## src/rtl/onchip_mem_loader.sv

```systemverilog
// Boot-loader front end: packs a byte stream little-endian into 32-bit words and writes them
// into the on-chip RAM Avalon slave, holding the CPU in reset while an image is loading.
module onchip_mem_loader #(
  parameter int ADDR_WIDTH = 11,
  parameter int CNT_WIDTH  = 14
) (
  input  logic                  clk,
  input  logic                  reset,
  input  logic                  start,
  input  logic [ADDR_WIDTH-1:0] base_addr,
  input  logic [CNT_WIDTH-1:0]  byte_count,
  input  logic [7:0]            s_data,
  input  logic                  s_valid,
  output logic                  s_ready,
  output logic [ADDR_WIDTH-1:0] m_address,
  output logic [3:0]            m_byteenable,
  output logic                  m_chipselect,
  output logic                  m_write,
  output logic [31:0]           m_writedata,
  output logic                  busy,
  output logic                  done,
  output logic                  wrapped,
  output logic                  cpu_reset_hold
);

  localparam logic [1:0] IDLE    = 2'd0;
  localparam logic [1:0] COLLECT = 2'd1;
  localparam logic [1:0] WRITE   = 2'd2;
  localparam logic [1:0] FINISH  = 2'd3;

  logic [1:0]            state;
  logic [ADDR_WIDTH-1:0] addr;
  logic [CNT_WIDTH-1:0]  rem;
  logic [1:0]            lane;
  logic [3:0]            be;
  logic [31:0]           data;
  logic                  wr;
  logic                  accept;
  logic [31:0]           data_ins;
  logic [3:0]            be_ins;

  assign s_ready      = (state == COLLECT);
  assign accept       = s_valid && s_ready;
  // Chipselect and write strobe come from a single flop so they can never disagree.
  assign m_chipselect = wr;
  assign m_write      = wr;

  // Word and lane mask including the byte being accepted this cycle.
  always_comb begin
    data_ins = data;
    data_ins[{lane, 3'b000} +: 8] = s_data;
    be_ins = be;
    be_ins[lane] = 1'b1;
  end

  always_ff @(posedge clk or posedge reset) begin
    if (reset) begin
      state          <= IDLE;
      addr           <= '0;
      rem            <= '0;
      lane           <= '0;
      be             <= '0;
      data           <= '0;
      wr             <= 1'b0;
      m_address      <= '0;
      m_byteenable   <= '0;
      m_writedata    <= '0;
      busy           <= 1'b0;
      done           <= 1'b0;
      wrapped        <= 1'b0;
      cpu_reset_hold <= 1'b1;
    end else begin
      done <= 1'b0;
      case (state)
        IDLE: begin
          if (start) begin
            wrapped <= 1'b0;
            if (byte_count != '0) begin
              addr           <= base_addr;
              rem            <= byte_count;
              lane           <= '0;
              be             <= '0;
              data           <= '0;
              busy           <= 1'b1;
              cpu_reset_hold <= 1'b1;
              state          <= COLLECT;
            end else begin
              done           <= 1'b1;
              cpu_reset_hold <= 1'b0;
            end
          end
        end
        COLLECT: begin
          if (accept) begin
            data <= data_ins;
            be   <= be_ins;
            rem  <= rem - CNT_WIDTH'(1);
            lane <= lane + 2'd1;
            // Word full or image exhausted: present the word on the next cycle.
            if (lane == 2'd3 || rem == CNT_WIDTH'(1)) begin
              wr           <= 1'b1;
              m_address    <= addr;
              m_byteenable <= be_ins;
              m_writedata  <= data_ins;
              state        <= WRITE;
            end
          end
        end
        WRITE: begin
          wr   <= 1'b0;
          addr <= addr + ADDR_WIDTH'(1);
          if ((&addr) && rem != '0) wrapped <= 1'b1;
          lane <= '0;
          be   <= '0;
          data <= '0;
          if (rem == '0) begin
            done           <= 1'b1;
            busy           <= 1'b0;
            cpu_reset_hold <= 1'b0;
            state          <= FINISH;
          end else begin
            state <= COLLECT;
          end
        end
        FINISH:  state <= IDLE;
        default: state <= IDLE;
      endcase
    end
  end

endmodule

```

## config.mk

```make
export PLATFORM = sky130hd
export DESIGN_NAME = onchip_mem_loader
export DESIGN_NICKNAME = d
export VERILOG_FILES = /design/src/rtl/onchip_mem_loader.sv
export SDC_FILE = /design/constraint.sdc
export NUM_CORES = 1
export LEC_CHECK = 0
export ABC_AREA = 1
export CORE_UTILIZATION = 50
export DETAILED_ROUTE_END_ITERATION = 12
export GPL_TIMING_DRIVEN = 0
export PLACE_DENSITY = 0.8
export SLEW_MARGIN = 20
export SYNTH_ARGS = -nofsm -noshare
export SYNTH_HDL_FRONTEND = slang
export SYNTH_SLANG_ARGS = --single-unit
```

## constraint.sdc

```tcl
create_clock -name clk -period 3.2 [get_ports clk]
set_input_delay 0.32 -clock clk [delete_from_list [all_inputs] [get_ports clk]]
set_output_delay 0.32 -clock clk [all_outputs]
set_load 0.005 [all_outputs]
```

## Yosys cells after proc, flatten, opt, wreduce, memory -nomap -nowiden

Cells that the tools add are included.

| operators by class | value |
|---|---|
| muxes and demuxes | 45 |
| magnitude comparators | 2 |
| $add $sub $neg | 4 |
| reduce and logical (&&, ||, !) cells | 22 |
| equal/unequal tests | 11 |
| shifts and indexed selects | 2 |
| bitwise operators | 1 |

Operators by type and width:

| kind | count |
|---|---|
| 2-to-1 mux 32 bit | 3 |
| one-hot mux 32 bit (3 select lines) | 1 |
| 2-to-1 mux 14 bit | 3 |
| bitwise mux 32 bit | 1 |
| variable shift 8 x 7 -> 32 bit, first input constant | 1 |
| indexed part select 8 x 7 -> 32 bit | 1 |
| one-hot mux 14 bit (2 select lines) | 1 |
| nonzero test 14 bit | 2 |
| 2-to-1 mux 11 bit | 2 |
| one-hot mux 11 bit (2 select lines) | 1 |
| 2-to-1 mux 2 bit | 8 |
| AND reduction 4 bit | 4 |
| AND reduction 3 bit | 5 |
| == test 14 x 1 -> 1 bit, second input constant | 1 |
| zero test 14 bit | 1 |
| subtractor 14 x 1 -> 14 bit, second input constant | 1 |
| 2-to-1 mux 1 bit | 13 |
| 2-to-1 mux 4 bit | 3 |
| one-hot mux 4 bit (3 select lines) | 1 |
| adder 11 x 1 -> 11 bit, second input constant | 1 |
| AND reduction 11 bit | 1 |
| one-hot mux 1 bit (2 select lines) | 5 |
| != test 2 bit, second input constant | 4 |
| one-hot mux 2 bit (4 select lines) | 1 |
| other kinds (15) | 22 |

| storage, ports and cells | value |
|---|---|
| logic and storage cells | 101 |
| bits in registers | 117 |
| output and inout bits | 54 |
| input port bits | 37 |

## Longest topological paths before layout

| logic depth | value |
|---|---|
| word-level depth | 7 |
| depth in mapped cells | 11 |
| gate-level depth less buffers | 10 |

## Worst setup path after synthesis

OpenSTA, ideal clock, no wires.

| timing | value |
|---|---|
| kind | flip-flop to flip-flop |
| start | reg lane[0] |
| end | reg m_writedata[24] |
| clock period less this slack | 1.844 ns |
| stages on the path, launching flop included | 10 |
| arrival | 1.778 ns |
| path slack | 1.356 ns |
| data required time | 3.134 ns |
| path buffers | 2 |
| setup time | 0.066 ns |
| cell sequence | dfrtp_1 > buf_2 > inv_1 > ha_1 > inv_1 > clkbuf_1 > nand3_1 > o22ai_1 > nand3_1 > nand2_1 |

| between the ends | value |
|---|---|
| cells in the longest elaborated chain, start to end | 3 |
| elaborated cells on any way between the ends | 7 |
| those cells by class | add/sub (1); eq/ne (1); shift (2); mux (1); reduce/logical (2) |

RTL lines:

| element | RTL line | text |
|---|---|---|
| from (decl) | 34 | `logic [1:0] lane;` |
| from (signal assigned) | 98 | `lane <= lane + 2'd1;` |
| negator 5 -> 7 bit or == test 2 bit (tied branches) | 51, 100 |  |
| indexed part select 8 x 7 -> 32 bit (tied with other cells) | 51 | `data_ins[{lane, 3'b000} +: 8] = s_data;` |
| bitwise mux 32 bit or AND reduction 3 bit (tied branches) | n/a |  |
| to (signal assigned) | 104 | `m_writedata <= data_ins;` |
| to (decl) | 19 | `output logic [31:0] m_writedata,` |

Parallel ways exist; a longest one is shown, timed or not.
A chain may end at the register's enable or synchronous reset.

## Worst setup path in the final report

| timing | value |
|---|---|
| start | reg state[1] |
| end | out s_ready |

| between the ends | value |
|---|---|
| cells in the longest elaborated chain, start to end | 1 |

RTL lines:

| element | RTL line | text |
|---|---|---|
| from (decl) | 31 | `logic [1:0] state;` |
| from (signal assigned) | 58 | `state <= IDLE;` |
| from (signal assigned) | 86 | `state <= COLLECT;` |
| from (signal assigned) | 105 | `state <= WRITE;` |
| == test 2 x 1 -> 1 bit | 42 | `assign s_ready = (state == COLLECT);` |
| to (decl) | 14 | `output logic s_ready,` |

No other way between the ends.

==> out/metrics.yaml <==
yosys:
  synth-edff-count: 0
  syn_inst: 827
  synth.distinct_cells: 32
  synth_seq_cells: 117
  ys_warn_count: 0
  synth_commonest_cells: "343 x nand2_1, 116 x dfrtp_1, 81 x nand3_1, 74 x inv_1, 37 x o21ai_0"
  netlist_top_cells_area: "dfrtp_1 47%, nand2_1 21%, nand3_1 6.5%"
  async_reset_ff_frac: 1.00
  synth_largest_area_cell: "dfrtp_1"
  avgSynthCellArea_um2: 7.51
  yosysTopAreaCellShare: 0.468
  yosysMostFrequentCell: "nand2_1"
  synth_fp_nets: 876
  seq_area_frac_synth: 0.472
  synth_top_flop_cell: "dfrtp_1"
  syn_area_mm2: 0.00621
setup_path:
  arrival_ns: 2.08
  crit_fanout: 10
  crit_required_ns: 2.88
  startpoint: "state[1]"
  reg2reg_from: "lane[0]"
  cp-endpoint: "s_ready"
  regToRegEndpoint: "m_writedata[14]"
  worstSetupPathType: "reg2out"
  rrSetupSlack_ns: 0.89
  end_kind: "primary output"
  r2r_cells: 9
  crit_path_start_kind: "flop"
clock_tree:
  cts_resized: 0
  numCtsBuffers: 17
  clk_latency_ns: 0.41
  post-cts-setup-buffers: 0
  clockBufferDepth: 2
  clk_pin_slew_ns: 0.05
  cts_root_buf: "clkbuf_16"
  htree_levels: 4
  clkSinkCount: 117
  ctsHoldBuffers: 0
  cts_tree: "done"
die:
  dieWidth_um: 113
  io_pins: 91
  fp.coreArea_mm2: 0.0121
  die-area_mm2: 0.0129
  die_h_um: 113
  start_util: 0.515
  num_rows: 40
finish:
  fin_area_mm2: 0.00797
  area_growth_pct: 28.3
  fin_nets: 989
  antenna_cells: 0
  drive_gt1_frac: 0.110
  fin_cells: 1121
  nFillCells: 1040
global_routing:
  grt_antenna_before_repair: 0
  grtUsageMet3: 0.0590
  grt_usage: 0.254
  busiest_layer: "met2"
  use_met2: 0.427
  grt_pass1_vias: 5509
  grt_pass1_wl_um: 25700
  grt_max_degree: 35
  grt-ovfl-total: 0
  gr-usage-met1: 0.328
placement:
  dpl_cell_area_mm2: 0.00741
  io_buffers: 90
  place_congestion: 0.852
  placedCellCount: 1089
  hpwl_um: 10900
sta:
  finalCritPeriodShare: 0.749
  tightest_slew_ns: 0.494
  setup_viol: 0
  rsz0062_at_grt: "no"
  timing.hold.ws_ns: 0.206
  setup_tns_ns: 0
  slew_violations: 0
  max-slew-margin-rel: 0.670
  finalHoldViolCount: 0
  finalCriticalPeriod_ns: 2.40
  max_freq_ghz: 0.417
  fin_skew_ns: 0.00771
power:
  irDropWorstVdd_mv: 0.530
  powerDensity_mw_per_mm2: 876
  total_power_mw: 6.98
  p_leak_nw: 4.05
detailed_routing:
  wl_per_cell_um: 13.3
  drcViolationCount: 0
  routed_wirelength_um: 14900
  antenna_left: 0
  vias: 5640
  drtIter0Drc: 383
  via_per_inst: 5.03
  dr.pass1.iters: 5
min_path:
  hold_path_class: "in2async"
run_status:
  status: "finished clean"
flow_run:
  maxCapViolCount: 0
## layer usage
metal,routed length (µm),part of all wire
met2,7160,0.48
met1,6790,0.46
met5,0,0
met3,707,0.048
met4,217,0.015
## cell usage in the layout, fill, tap and decap left out, drive strengths merged
cell | synthesis | layout
dfstp | 1 | 1
nand4 | 6 | 6
clkinv | 1 | 6
clkbuf | 4 | 27
clkdlybuf4s50 | 0 | 90
nor2 | 43 | 43
bufinv | 0 | 1
inv | 79 | 78
a21boi | 1 | 1
or2 | 8 | 8
xor2 | 1 | 1
ha | 12 | 12
nand2 | 367 | 367
dfrtp | 116 | 116
clkinvlp | 0 | 4
a21oi | 2 | 2
buf | 29 | 33
o21ai | 46 | 46
o22ai | 24 | 24
nand3 | 83 | 83
nor3 | 4 | 4
## sequential cells by signal, summed over array words and instances (netlist names), 2 cells and up
signal / cells
m_address: 11
rem: 14
m_byteenable: 4
data: 32
be: 4
state: 2
lane: 2
m_writedata: 32
addr: 11
## worst min path at each step
stage	start	endpoint	slack, ns	depth (start not counted)
after detailed placement	m_writedata[8]	m_writedata[8]	0.46	2
after global placement	be[2]	be[2]	0.45	2
after floorplan	be[0]	be[0]	0.43	2
after global routing	reset	m_writedata[9]	0.23	2
final	reset	m_writedata[9]	0.21	2
after CTS	reset	m_writedata[9]	0.20	2
## critical path: stages, from the launching register on
cell             delay (ns)
dfrtp_1                0.44
inv_2                  0.14
nand2_4                0.11
inv_1                  0.17
buf_2                  0.26
clkdlybuf4s50_1        0.54
## layout make-up
cell class,instances,area [µm²],area share
Sequential cell,117,2930,0.368
Multi-Input combinational cell,597,2750,0.345
Timing Repair Buffer,94,988,0.124
Clock buffer,23,478,0.0600
Inverter,80,307,0.0385
Buffer,33,230,0.0289
Tap cell,168,210,0.0264
Clock inverter,9,77.6,0.00974
## power by group
group | switching (mW) | internal [mW]
combinational | 1.70 | 1.19
sequential | 0.371 | 1.94
clock | 0.648 | 1.12
total | 2.72 | 4.25
## stage by stage
stage,setup slack (ns),utilization
after floorplan,1.36,-
after global placement,0.315,0.607
after detailed placement,0.964,0.614
after CTS,0.768,0.660
after global routing,0.694,0.660
final,0.804,0.660
## logic make-up (layout without fill, tap and decap cells)
group | Yosys count | count (layout) | synth area share
simple gates | 511 | 511 | 0.353
flops | 117 | 117 | 0.472
buf+inv | 113 | 239 | 0.0859
compound gates | 73 | 73 | 0.0641
fa+ha+maj | 12 | 12 | 0.0242
xor+xnor | 1 | 1 | 0.00141
No activity file was read; power rests on OpenSTA's default activity.
==> RTL edit, RTL diff (same flow settings) <==
The parameter `CNT_WIDTH` goes from 14 to 12.
--- a/src/rtl/onchip_mem_loader.sv
+++ b/src/rtl/onchip_mem_loader.sv
@@ -2,7 +2,7 @@
 // into the on-chip RAM Avalon slave, holding the CPU in reset while an image is loading.
 module onchip_mem_loader #(
   parameter int ADDR_WIDTH = 11,
-  parameter int CNT_WIDTH  = 14
+  parameter int CNT_WIDTH  = 12
 ) (
   input  logic                  clk,
   input  logic                  reset,
Ports: changed (resized byte_count); port bits go from 91 to 89. The function was not compared with the original's and may differ.
==> RTL edit against the original RTL <==
  * Area after synthesis shrank 6.7%
  * Setup slack better by 25 ps
  * Wire length is 0.22% lower
  * Sequential cell count fell by 2
  * Final cell count down 12%
  * Clock power barely moved
  * Final area down 5.9%
  * Power down 5.0%
  * Sequential share of layout area rose by 1.6 points
  * Combinational power fell by 10%
==> RTL edit: results (changes against the original RTL) <==
Run status
  • Status: complete, no violations

STA
  • Relative slew slack: 64.7% (-2.4 points)
  • Fin Clk Skew: 12.3 ps (+4.55 ps)
  • WHS: 266 ps (+59.7 ps)
  • Min Tclk post-route: 2370 ps (-25.0 ps)

Clock tree
  • Postcts setup bufs: 0 (unchanged)
  • Clock Path Buffers: 2 (unchanged)
  • Post_cts resized: 0 (unchanged)
  • Worst-skew pair later-pin latency: 420 ps
  • H-tree levels: 4 (unchanged)

Placement
  • IO buf count: 88 (-2.2%)
  • Post-DP Area: 6950 sq um (-6.2%)
  • Pre-CTS setup slack: 927 ps (-36.9 ps)
  • Placed insts: 959 (-12%)
  • Post-DP HPWL: 10400 microns (-4.6%)
  • Placer Congestion: 0.875 (+2.7%)

Route
  • Drt first pass iters: 4 (-1)
  • Vias: 5282 (-6.3%)
  • Final WL: 14800 microns (-0.22%)
  • Number of DRC markers in iteration 0: 350 (-8.6%)

Final layout
  • Largest registers: data x32, m_writedata x32, rem x12
  • N_diodes: 0 (unchanged)
  • Layout Cells excl Fill: 991 (-12%)
  • Filler cells: 900 (-13%)
  • Layout cells sized above 1: 11.8% (+0.73 points)
  • Nets: 884 (-11%)

Pwr
  • Max VDD drop: 459 uV (-13%)
  • P_leak: 3.50 nW (-13%)

Global routing
  • Gr usage total: 27.3% (+1.9 points)
  • Initial antenna violation count: 0 (unchanged)
  • Global-route wire length before repair: 25000 microns (-2.8%)
  • Largest net degree at the start of global routing: 33 (-5.7%)

Setup path
  • FF-to-FF End: data[20]
  • FF-to-FF setup slack: 880 ps
  • WP data arrival: 2050 ps (-30 ps)
  • Reg2Reg Launch Point: lane[0]
  • Cell count of the worst reg-to-reg path: 8 (-1)

Logic synthesis
  • Synth area leaders: dfrtp_1 49%, nand2_1 16%, o21ai_1 5.9%, inv_1 5.0%, nor2_1 2.9%
  • Mean Syn Cell Area: 7.97 sq um (+6.2%)
  • Commonest cells post-synth: 243 x nand2_1, 114 x dfrtp_1, 77 x inv_1
  • Sequential fraction of the synthesis area: 49.7% (+2.5 points)
  • Net Count, Synth: 773 (-12%)
RTL edit: how the worst max path moves through the flow:
stage | startpoint | to | cells after the start
6_report | state[1] | s_ready | 5
5_1_grt | lane[0] | data[19] | 8
4_1_cts | state[1] | s_ready | 5
3_5_place_dp | lane[0] | data[19] | 8
3_3_place_gp | reset | m_address[6] | 2
2_1_floorplan | lane[0] | data[19] | 8
RTL edit: worst max-delay path, stage by stage (launching register included):
cell and delay [ps]:
dfrtp_1 440, inv_2 110, nand2_2 80, inv_1 200, buf_2 270, clkdlybuf4s50_1 540
RTL edit: logic make-up after synthesis:
group           count (synthesis)  synth area share (%)
simple gates                  342                  24.6
compound gates                142                  14.1
buf+inv                       116                  9.11
flops                         115                  49.7
fa+ha+maj                      11                  2.38
xor+xnor                        1                 0.151
RTL edit: area by class of cell:
class,count,area [sq um],share of cell area [%]
plain buffers,27,194,2.59
clock buffers,17,425,5.67
clock inverters,15,124,1.65
inverters,89,338,4.51
multi-input cells,496,2390,31.8
flip-flops and latches,115,2880,38.4
well taps,140,175,2.34
repair buffers,92,976,13.0
RTL edit: report_power, final:
group / switching, mW / leakage [nW] / internal [mW]
registers: 0.364 / 1.53 / 1.89
logic: 1.56 / 1.72 / 1.05
clock network: 0.760 / 0.260 / 1.01
RTL edit: metal layers:
| layer | global-route usage, % | wire length (microns) |
|---|---|---|
| met4 | 10.2 | 280 |
| met2 | 46.2 | 7450 |
| met1 | 34.8 | 6120 |
| met3 | 5.39 | 988 |
| met5 | 0 | 0 |
